--- src/rtl/max_pool_if.sv ---
`default_nettype none
// ============================================================================
// Module   : max_pool_if
// Purpose  : start/busy/done handshake plus layer-0 read and layer-1 write bus
// Revision : 1.0
// ============================================================================
interface max_pool_if #(
  parameter int DATA_WIDTH = 20,
  parameter int ADDR_WIDTH = 12
);
  logic                  start;
  logic                  busy;
  logic                  done;
  logic                  crd;
  logic [ADDR_WIDTH-1:0] caddr_rd;
  logic [DATA_WIDTH-1:0] cdata_rd;
  logic                  cwr;
  logic [ADDR_WIDTH-1:0] caddr_wr;
  logic [DATA_WIDTH-1:0] cdata_wr;
  logic [2:0]            csel;

  // master: the pooling engine; slave: conv stage plus the memories
  modport master (
    input  start, cdata_rd,
    output busy, done, crd, caddr_rd, cwr, caddr_wr, cdata_wr, csel
  );

  modport slave (
    output start, cdata_rd,
    input  busy, done, crd, caddr_rd, cwr, caddr_wr, cdata_wr, csel
  );
endinterface
`default_nettype wire

--- src/rtl/max_pool.sv ---
`default_nettype none
// ============================================================================
// Module   : max_pool
// Purpose  : 2x2 stride-2 signed max pooling of layer-0 into layer-1 memory
// Revision : 1.0
// ============================================================================
module max_pool #(
  parameter int DATA_WIDTH  = 20,
  parameter int ADDR_WIDTH  = 12,
  parameter int IMAGE_WIDTH = 64
) (
  input wire         clk,
  input wire         reset,
  max_pool_if.master bus
);
  localparam int OUT_WIDTH = IMAGE_WIDTH / 2;
  localparam int IDX_W     = $clog2(OUT_WIDTH);
  localparam logic [IDX_W-1:0] IDX_LAST = IDX_W'(OUT_WIDTH - 1);
  localparam logic [IDX_W-1:0] IDX_ONE  = IDX_W'(1);
  localparam logic [2:0] CSEL_NONE = 3'b000;
  localparam logic [2:0] CSEL_RD   = 3'b001;
  localparam logic [2:0] CSEL_WR   = 3'b011;

  typedef enum logic [2:0] {
    IDLE = 3'd0,
    RD   = 3'd1,
    CAP  = 3'd2,
    WR   = 3'd3,
    DONE = 3'd4
  } state_e;

  state_e                state_q, state_d;
  logic [IDX_W-1:0]      r_q, r_d;
  logic [IDX_W-1:0]      c_q, c_d;
  logic [1:0]            k_q, k_d;
  logic [DATA_WIDTH-1:0] max_q, max_d;
  logic                  capture;

  logic                  busy_q, busy_d;
  logic                  done_q, done_d;
  logic                  crd_q, crd_d;
  logic                  cwr_q, cwr_d;
  logic [2:0]            csel_q, csel_d;
  logic [ADDR_WIDTH-1:0] caddr_rd_q, caddr_rd_d;
  logic [ADDR_WIDTH-1:0] caddr_wr_q, caddr_wr_d;
  logic [DATA_WIDTH-1:0] cdata_wr_q, cdata_wr_d;
  logic [ADDR_WIDTH-1:0] row, col;

  // Window sequencing; in RD cycle k the word requested at k-1 is on cdata_rd.
  always_comb begin
    state_d = state_q;
    r_d     = r_q;
    c_d     = c_q;
    k_d     = k_q;
    max_d   = max_q;
    capture = 1'b0;
    case (state_q)
      IDLE: begin
        if (bus.start) begin
          state_d = RD;
          k_d     = 2'd0;
        end
      end
      RD: begin
        capture = (k_q != 2'd0);
        if (k_q == 2'd3) state_d = CAP;
        else             k_d     = k_q + 2'd1;
      end
      CAP: begin
        capture = 1'b1;
        state_d = WR;
      end
      WR: begin
        if (r_q == IDX_LAST && c_q == IDX_LAST) begin
          state_d = DONE;
        end else begin
          state_d = RD;
          k_d     = 2'd0;
          if (c_q == IDX_LAST) begin
            c_d = '0;
            r_d = r_q + IDX_ONE;
          end else begin
            c_d = c_q + IDX_ONE;
          end
        end
      end
      DONE: begin
        state_d = IDLE;
        r_d     = '0;
        c_d     = '0;
        k_d     = 2'd0;
      end
      default: state_d = IDLE;
    endcase

    // Element 0 always loads; later elements only win when strictly larger.
    if (capture) begin
      if (state_q == RD && k_q == 2'd1)
        max_d = bus.cdata_rd;
      else if ($signed(bus.cdata_rd) > $signed(max_q))
        max_d = bus.cdata_rd;
    end
  end

  // Outputs are registered from the next state so they are glitch-free.
  always_comb begin
    busy_d = (state_d != IDLE);
    done_d = (state_d == DONE);
    crd_d  = (state_d == RD);
    cwr_d  = (state_d == WR);
    csel_d = CSEL_NONE;
    if (state_d == RD || state_d == CAP) csel_d = CSEL_RD;
    else if (state_d == WR)              csel_d = CSEL_WR;

    row = ADDR_WIDTH'({r_d, k_d[1]});
    col = ADDR_WIDTH'({c_d, k_d[0]});
    caddr_rd_d = crd_d ? row * ADDR_WIDTH'(IMAGE_WIDTH) + col : caddr_rd_q;
    caddr_wr_d = cwr_d ? ADDR_WIDTH'(r_d) * ADDR_WIDTH'(OUT_WIDTH) + ADDR_WIDTH'(c_d)
                       : caddr_wr_q;
    cdata_wr_d = cwr_d ? max_d : cdata_wr_q;
  end

  always_ff @(posedge clk) begin
    if (reset) begin
      state_q    <= IDLE;
      r_q        <= '0;
      c_q        <= '0;
      k_q        <= 2'd0;
      max_q      <= '0;
      busy_q     <= 1'b0;
      done_q     <= 1'b0;
      crd_q      <= 1'b0;
      cwr_q      <= 1'b0;
      csel_q     <= CSEL_NONE;
      caddr_rd_q <= '0;
      caddr_wr_q <= '0;
      cdata_wr_q <= '0;
    end else begin
      state_q    <= state_d;
      r_q        <= r_d;
      c_q        <= c_d;
      k_q        <= k_d;
      max_q      <= max_d;
      busy_q     <= busy_d;
      done_q     <= done_d;
      crd_q      <= crd_d;
      cwr_q      <= cwr_d;
      csel_q     <= csel_d;
      caddr_rd_q <= caddr_rd_d;
      caddr_wr_q <= caddr_wr_d;
      cdata_wr_q <= cdata_wr_d;
    end
  end

  assign bus.busy     = busy_q;
  assign bus.done     = done_q;
  assign bus.crd      = crd_q;
  assign bus.cwr      = cwr_q;
  assign bus.csel     = csel_q;
  assign bus.caddr_rd = caddr_rd_q;
  assign bus.caddr_wr = caddr_wr_q;
  assign bus.cdata_wr = cdata_wr_q;
endmodule
`default_nettype wire
--- src/flat_wrapper.sv ---
// flat-port wrapper written by rule: the top's interface ports become plain ports
module max_pool_flat 
#(
  parameter int DATA_WIDTH  = 20,
  parameter int ADDR_WIDTH  = 12,
  parameter int IMAGE_WIDTH = 64
)
  (clk, reset, bus_start, bus_cdata_rd, bus_busy, bus_done, bus_crd, bus_caddr_rd, bus_cwr, bus_caddr_wr, bus_cdata_wr, bus_csel);
  max_pool_if #(.DATA_WIDTH(DATA_WIDTH), .ADDR_WIDTH(ADDR_WIDTH)) bus_i ();
  input wire clk;
  input wire reset;
  input wire logic [$bits(bus_i.start)-1:0] bus_start;
  input wire logic [$bits(bus_i.cdata_rd)-1:0] bus_cdata_rd;
  output wire logic [$bits(bus_i.busy)-1:0] bus_busy;
  output wire logic [$bits(bus_i.done)-1:0] bus_done;
  output wire logic [$bits(bus_i.crd)-1:0] bus_crd;
  output wire logic [$bits(bus_i.caddr_rd)-1:0] bus_caddr_rd;
  output wire logic [$bits(bus_i.cwr)-1:0] bus_cwr;
  output wire logic [$bits(bus_i.caddr_wr)-1:0] bus_caddr_wr;
  output wire logic [$bits(bus_i.cdata_wr)-1:0] bus_cdata_wr;
  output wire logic [$bits(bus_i.csel)-1:0] bus_csel;
  assign bus_i.start = bus_start;
  assign bus_i.cdata_rd = bus_cdata_rd;
  assign bus_busy = bus_i.busy;
  assign bus_done = bus_i.done;
  assign bus_crd = bus_i.crd;
  assign bus_caddr_rd = bus_i.caddr_rd;
  assign bus_cwr = bus_i.cwr;
  assign bus_caddr_wr = bus_i.caddr_wr;
  assign bus_cdata_wr = bus_i.cdata_wr;
  assign bus_csel = bus_i.csel;
  max_pool #(.DATA_WIDTH(DATA_WIDTH), .ADDR_WIDTH(ADDR_WIDTH), .IMAGE_WIDTH(IMAGE_WIDTH)) u_core (.clk(clk), .reset(reset), .bus(bus_i));
endmodule
--- config.mk ---
export PLATFORM = sky130hd
export DESIGN_NAME = max_pool_flat
export DESIGN_NICKNAME = d
export VERILOG_FILES = /design/src/rtl/max_pool_if.sv /design/src/rtl/max_pool.sv /design/src/flat_wrapper.sv
export SDC_FILE = /design/constraint.sdc
export NUM_CORES = 1
export LEC_CHECK = 0
export BUFFER_PORTS_ARGS = -buffer_cell sky130_fd_sc_hd__buf_4
export CORE_MARGIN = 3
export CORE_UTILIZATION = 31
export DETAILED_ROUTE_END_ITERATION = 6
export PLACE_DENSITY_LB_ADDON = 0.3
export RECOVER_POWER = 25
export SYNTH_ARGS = -nofsm -noshare
export SYNTH_HDL_FRONTEND = slang
export SYNTH_SLANG_ARGS = --single-unit
--- constraint.sdc ---
create_clock -name clk -period 3.4 [get_ports clk]
set_input_delay 0.17 -clock clk [delete_from_list [all_inputs] [get_ports clk]]
set_output_delay 0.17 -clock clk [all_outputs]
set_load 0.005 [all_outputs]
==> results of run 1 <==
-- logic make-up after synthesis --
family,share of synthesized area (%)
AOI/OAI and AO/OA,24.7
and+or+nand+nor,15.5
DFF,44.1
buffers and inverters,6.48
adders and majority gates,7.98
muxes,1.06
other,0.0996
-- per-stage QoR --
stage          utilization [%]  cells  instance area [sq um]
3_5_place_dp              37.5    609                   4380
5_1_grt                   40.1    625                   4670
3_3_place_gp              37.5    609                   4380
6_report                  40.1    625                   4670
4_1_cts                   40.1    625                   4680
2_1_floorplan                -    421                   3770
-- metal layers --
metal  up-vias  share of wire (%)
met1      1550                 46
li1       1631                  -
met2        72                 47
met5         -                  0
met3        11                5.9
met4         0                1.5
-- state kept, by name, summed over array words and instances, names as in the netlist --
register             flops
u_core.bus.cdata_wr     20
u_core.max_q            20
u_core.bus.caddr_rd     12
u_core.bus.caddr_wr     10
u_core.c_q               5
u_core.r_q               5
u_core.state_q           3
u_core.bus.csel          2
u_core.k_q               2
u_core.bus.busy          1
u_core.bus.crd           1
u_core.bus.cwr           1
u_core.bus.done          1
-- how the worst max path moves through the flow --
stage / to / slack [ns] / startpoint
after floorplan: u_core.bus.cdata_wr[19] / 1.30 / u_core.max_q[17]
after global placement: u_core.bus.cdata_wr[4] / 0.95 / u_core.max_q[17]
after detailed placement: u_core.bus.cdata_wr[6] / 0.80 / u_core.max_q[17]
after CTS: u_core.bus.cdata_wr[6] / 0.71 / u_core.max_q[17]
after global routing: u_core.bus.cdata_wr[6] / 0.50 / u_core.max_q[17]
final: u_core.bus.cdata_wr[6] / 0.73 / u_core.max_q[17]
-- final cells by class --
class	count	area, sq um	share of cell area, %
sequential	83	1660	35.6
inverter	22	82.6	1.77
clock inverter	7	76.3	1.63
multi-input combinational	285	1870	40.1
tap	143	179	3.83
timing repair buffer	76	576	12.3
clock buffer	9	225	4.82
-- worst min-delay path: stages --
cell and delay, ns:
buf_4 0.12, o21ai_2 0.05, a21oi_1 0.06
-- placed cells by master (no fill, tap or decap), types with 2 or more instances in the layout --
cell        netlist  layout
nand3_1          22      22
a31oi_1          24      24
dfxtp_1          83      83
nor3_1           10       9
nand3b_1          2       2
clkbuf_1         16       2
nor2b_1           4       4
clkbuf_4          0      30
nand2_1          11      11
a21oi_1          48      48
inv_6             0       2
clkbuf_16         0       9
nor2_1           41      40
buf_4             3      43
inv_1            22      22
o21ai_2          20      20
and3b_1           3       3
o21ai_0           6       6
mux2i_1           4       4
o2bb2ai_1         2       2
nor3b_1           2       2
o21ai_1           2       2
a21o_1            4       4
ha_1             24      24
o21a_1            2       2
and2_1            4       4
and3_1            6       6
a22oi_1           4       4
a211oi_1         20      20
nand4_1           4       4
conb_1            1       3
clkinvlp_4        0       2
-- power by group --
| group | total [uW] | internal (uW) | switching (uW) |
|---|---|---|---|
| sequential | 1010 | 993 | 12.4 |
| clock | 986 | 574 | 413 |
| combinational | 170 | 73.5 | 96.9 |
| total | 2160 | 1640 | 522 |
==> impl_metrics.env, run 1 <==
export IMPL_r2r_end="u_core.bus.cdata_wr[6]"
export IMPL_grt_pass1_wl_mm=15.6
export IMPL_tns_ns=0
export IMPL_grtUsageMet1_pct=19.2
export IMPL_crit_chain="inv_1, ha_1, a21o_1, a211o_1, o2bb2ai_1, o41ai_2, buf_4, nand3_1, a31oi_1"
export IMPL_r2r_cells=9
export IMPL_synth_area_top_cells="dfxtp_1 (44%), ha_1 (8.0%), a21oi_1 (6.4%), o21ai_2 (4.7%), nor2_1 (4.1%)"
export IMPL_grt_overflow=0
export IMPL_ctsHtreeMaxLevel=3
export IMPL_hold_end="u_core.max_q[2]"
export IMPL_critPathMaxFanout=15
export IMPL_insertion_delay_ns=0.34
export IMPL_ant_nets=0
export IMPL_fin_ws_ns=0.726
export IMPL_initial_core_util_pct=32.3
export IMPL_die_y_um=116
export IMPL_max_cap_violations=0
export IMPL_relSlewSlack_pct=42.5
export IMPL_diodes=0
export IMPL_post_cts_buffers=0
export IMPL_fp_row_count=39
export IMPL_first_pass_iters=4
export IMPL_hpwl_mm=6.45
export IMPL_whs_ns=0.106
export IMPL_ctsResizeCount=0
export IMPL_grt_pass1_vias=3169
export IMPL_syn_to_final_growth_pct=24.2
export IMPL_finalClockSkew_ns=0.00676
export IMPL_die_x_um=116
export IMPL_nNetsFinal=524
export IMPL_drv_slew=0
export IMPL_worstHoldStart="bus_cdata_rd[2]"
export IMPL_drive_gt1_share_pct=24.5
export IMPL_synth_cell_type_count=43
export IMPL_grt_met3_usage_pct=2.80
export IMPL_path_buf_inv=2
export IMPL_worst_ep_arrival_time_ns=2.93
export IMPL_cpPeakStageDelay_ns=0.54
export IMPL_status="finished clean"
export IMPL_vias=3264
export IMPL_track_usage_pct=14.8
export IMPL_vias_per_cell=5.22
export IMPL_hold_buffers=0
export IMPL_ioPinCount=74
export IMPL_drc=0
export IMPL_path_depth=9
export IMPL_postSynthAreaPerCell_sq_um=8.98
export IMPL_startpoint_type="register"
export IMPL_ir_drop_mv=0.193
export IMPL_hold_viol=0
export IMPL_synthTopCellsByCount="dfxtp_1 (83), a21oi_1 (48), nor2_1 (41)"
export IMPL_grt_max_degree=61
export IMPL_clock_sinks=83
export IMPL_top_usage_layer="met2"
export IMPL_cts_tree="yes"
export IMPL_finalPower_uw=2160
export IMPL_cp_end_kind="register"
export IMPL_cts_buffer_depth=2
export IMPL_yosys_area_top_type="dfxtp_1"
export IMPL_timing_rr_start="u_core.max_q[17]"
export IMPL_synth_main_ff_cell="dfxtp_1"
export IMPL_path_delay_family="compound AO/OA/AOI/OAI gates"
export IMPL_reg2reg_slack_ns=0.73
export IMPL_fin_crit_sh_pct=78.7
export IMPL_first_iter_violations=111
export IMPL_synth_top_area_share_pct=44.1
export IMPL_clk_pin_slew_worst_paths_ns=0.06
export IMPL_fillers=1172
export IMPL_setup_viol=0
export IMPL_root_buffer="clkbuf_16"
export IMPL_ys_seq_elements=83
export IMPL_yosysWarnings=0
export IMPL_cts_made_buffers=9
export IMPL_fmax_ghz=0.374
export IMPL_synth_most_common_cell="dfxtp_1"
export IMPL_die_area_sq_mm=0.0135
export IMPL_seq_area_frac_synth_pct=44.1
export IMPL_place_ws_ns=0.799
export IMPL_synth_edf_count=0
export IMPL_port_buffers=70
export IMPL_power_density_mw_per_mm2=463
export IMPL_slowest_stage="o41ai_2"
export IMPL_gp_congestion=0.790
export IMPL_wirelength_mm=9.62
export IMPL_critical_path_required_ns=3.66
export IMPL_synthArstFlopShare_pct=0
export IMPL_syn_inst=419
export IMPL_hold_class="primary input to register"
export IMPL_holdPathStages=3
export IMPL_antenna_found_initial=0
export IMPL_critPathKind="register to register"
export IMPL_rsz0062_at_grt="false"
export IMPL_syn_area_sq_mm=0.00376
export IMPL_wl_per_cell_um=15.4
export IMPL_coreArea_sq_mm=0.0117
export IMPL_use_met2_pct=23.3
export IMPL_tightest_slew_ns=0.861
export IMPL_min_period_ns=2.67
export IMPL_p_leak_uw=0.00184
Power figures use the tool's default switching activity.
==> run 2, diff against run 1 <==
Settings changed: ABC_AREA set to 1.
Clock period 3.4 ns to 2.8 ns, I/O delays scaled along.
==> run 2 against run 1 <==
Sequential power is 22% higher. Power is 20% higher. Clock skew is 0.0038 ns higher. Cell area is 3.4% higher. Setup slack worse by 0.17 ns. Combinational power is 43% higher. Critical path depth is 6 higher. Clock-buffer cell count is 2 higher. Register-to-register slack worse by 0.17 ns. Final cell count is 21% higher. Flip-flop and latch count stayed put. Critical endpoint is now u_core.bus.cdata_wr[1].
==> impl_metrics.env, run 2 <==
export IMPL_status="finished clean"
export IMPL_die_x_um=119
export IMPL_drv_slew=0
export IMPL_cts_made_buffers=9
export IMPL_synth_main_ff_cell="dfxtp_1"
export IMPL_first_pass_iters=7
export IMPL_grt_pass1_wl_mm=16.1
export IMPL_tightest_slew_ns=0.569
export IMPL_port_buffers=70
export IMPL_fmax_ghz=0.446
export IMPL_ys_seq_elements=83
export IMPL_seq_area_frac_synth_pct=42.3
export IMPL_insertion_delay_ns=0.34
export IMPL_synthTopCellsByCount="inv_1 (86), dfxtp_1 (83), nand2_1 (79)"
export IMPL_initial_core_util_pct=32.1
export IMPL_critPathMaxFanout=20
export IMPL_yosysWarnings=0
export IMPL_syn_inst=522
export IMPL_synth_top_area_share_pct=42.3
export IMPL_grt_max_degree=43
export IMPL_cts_tree="yes"
export IMPL_coreArea_sq_mm=0.0122
export IMPL_clk_pin_slew_worst_paths_ns=0.06
export IMPL_most_common_layout_cells="inv_1 (86), dfxtp_1 (83), nand2_1 (79), a21oi_1 (51), nand3_1 (45)"
export IMPL_synth_cell_type_count=30
export IMPL_layout_commonest_cell="inv_1"
export IMPL_vias=3457
export IMPL_yosys_area_top_type="dfxtp_1"
export IMPL_track_usage_pct=13.9
export IMPL_power_density_mw_per_mm2=539
export IMPL_synthArstFlopShare_pct=0
export IMPL_switching_share_pct=24.7
export IMPL_post_cts_buffers=0
export IMPL_ctsHtreeMaxLevel=3
export IMPL_r2r_cells=15
export IMPL_clockPowerShare_pct=43.5
export IMPL_power_frac_seq_pct=47.1
export IMPL_clock_sinks=83
export IMPL_rsz0062_at_grt="false"
export IMPL_die_y_um=119
export IMPL_ant_nets=0
export IMPL_gp_congestion=0.818
export IMPL_grt_pass1_vias=3488
export IMPL_root_buffer="clkbuf_16"
export IMPL_hold_class="primary input to register"
export IMPL_p_leak_uw=0.00216
export IMPL_wl_per_cell_um=12.3
export IMPL_syn_to_final_growth_pct=23.2
export IMPL_synth_most_common_cell="inv_1"
export IMPL_max_cap_violations=0
export IMPL_tns_ns=0
export IMPL_power_internal_uw=1960
export IMPL_ctsResizeCount=0
export IMPL_worst_ep_arrival_time_ns=2.48
export IMPL_first_iter_violations=150
export IMPL_nNetsFinal=631
export IMPL_hold_buffers=0
export IMPL_vias_per_cell=4.57
export IMPL_relSlewSlack_pct=62.0
export IMPL_critical_path_required_ns=3.04
export IMPL_critPathKind="register to register"
export IMPL_drive_gt1_share_pct=17.5
export IMPL_postSynthAreaPerCell_sq_um=7.52
export IMPL_grt_overflow=0
export IMPL_antenna_found_initial=0
export IMPL_fin_util_pct=39.6
export IMPL_cts_buffer_depth=2
export IMPL_synth_edf_count=0
export IMPL_die_area_sq_mm=0.0140
export IMPL_drc=0
export IMPL_syn_area_sq_mm=0.00392
export IMPL_min_period_ns=2.24
export IMPL_ioPinCount=74
export IMPL_diodes=0
export IMPL_setup_viol=0
export IMPL_wirelength_mm=9.32
export IMPL_ir_drop_mv=0.344
export IMPL_cp_end_kind="register"
export IMPL_fin_crit_sh_pct=80.0
export IMPL_startpoint_type="register"
export IMPL_p_sw_uw=643
export IMPL_comb_power_share_pct=9.4
export IMPL_finalClockSkew_ns=0.0106
export IMPL_hold_viol=0
export IMPL_fp_row_count=40
export IMPL_holdPathStages=3
export IMPL_synth_area_top_cells="dfxtp_1 (42%), inv_1 (8.2%), ha_1 (7.7%), nand2_1 (7.6%), a21oi_1 (6.5%)"
export IMPL_hpwl_mm=6.73
-- run 2: area by class of cell --
type	instances	area [sq um]
fillers	1313	7380
multi-input cells	323	1770
flip-flops and latches	83	1660
repair buffers	75	552
inverters	92	348
clock buffers	11	253
well taps	168	210
clock inverters	5	35.0
-- run 2: cells by family after synthesis --
kind of cell	count (synthesis)	synth area share, %
other	1	0.0956
adder cells (fa/ha/maj)	24	7.65
AND/OR/NAND/NOR	179	20.1
buffers and inverters	118	12.6
flip-flops	83	42.3
AO/OA/AOI/OAI	117	17.2
-- run 2: worst paths after layout --
kind | slack, ns | from | to
setup / recovery | 0.56 | u_core.max_q[19] | u_core.bus.cdata_wr[1]
hold / removal | 0.08 | bus_start | u_core.state_q[0]
setup reg to reg | 0.56 | u_core.max_q[19] | u_core.bus.cdata_wr[1]
hold reg to reg | 0.48 | u_core.max_q[2] | u_core.max_q[2]
-- run 2: through the flow --
stage	hold WS, ns	std cells	setup WS, ns	instance area (sq um)	power [uW]
final	0.0800	757	0.560	4830	2600
after global routing	0.108	757	0.217	4830	2730
after CTS	0.0767	757	0.546	4840	2640
after detailed placement	0.434	741	0.545	4560	1500
after global placement	0.422	741	0.662	4560	1500
after floorplan	0.289	524	0.930	3930	1410
-- run 2: power groups by stage --
stage | Combinational [uW] | Clock, uW | Sequential [uW]
after floorplan | 157 | 0 | 1250
after global placement | 244 | 0 | 1250
after detailed placement | 248 | 0 | 1250
after CTS | 249 | 1170 | 1230
after global routing | 280 | 1220 | 1230
final | 243 | 1130 | 1230
-- run 2: critical path, cell delays in order (launching register included) --
cell     delay (ns)
dfxtp_1        0.34
inv_1          0.05
ha_1           0.33
nand2_1        0.08
nor2_1         0.14
nand2_1        0.08
nor2_1         0.13
nand2_1        0.09
nand4_1        0.09
nand3_1        0.08
nand2_1        0.09
nand2_2        0.26
nand2_1        0.17
nand3_1        0.09
nand2_1        0.08
inv_1          0.04
-- run 2: layer usage --
| metal | global-route usage (%) | part of all wire (%) | wire, um | up-vias |
|---|---|---|---|---|
| li1 | - | - | - | 1804 |
| met1 | 17.2 | 47 | 4410 | 1550 |
| met4 | 5.07 | 2.1 | 191 | 0 |
| met3 | 4.78 | 6.3 | 591 | 13 |
| met5 | 0 | 0 | 0 | - |
| met2 | 22.6 | 44 | 4130 | 90 |
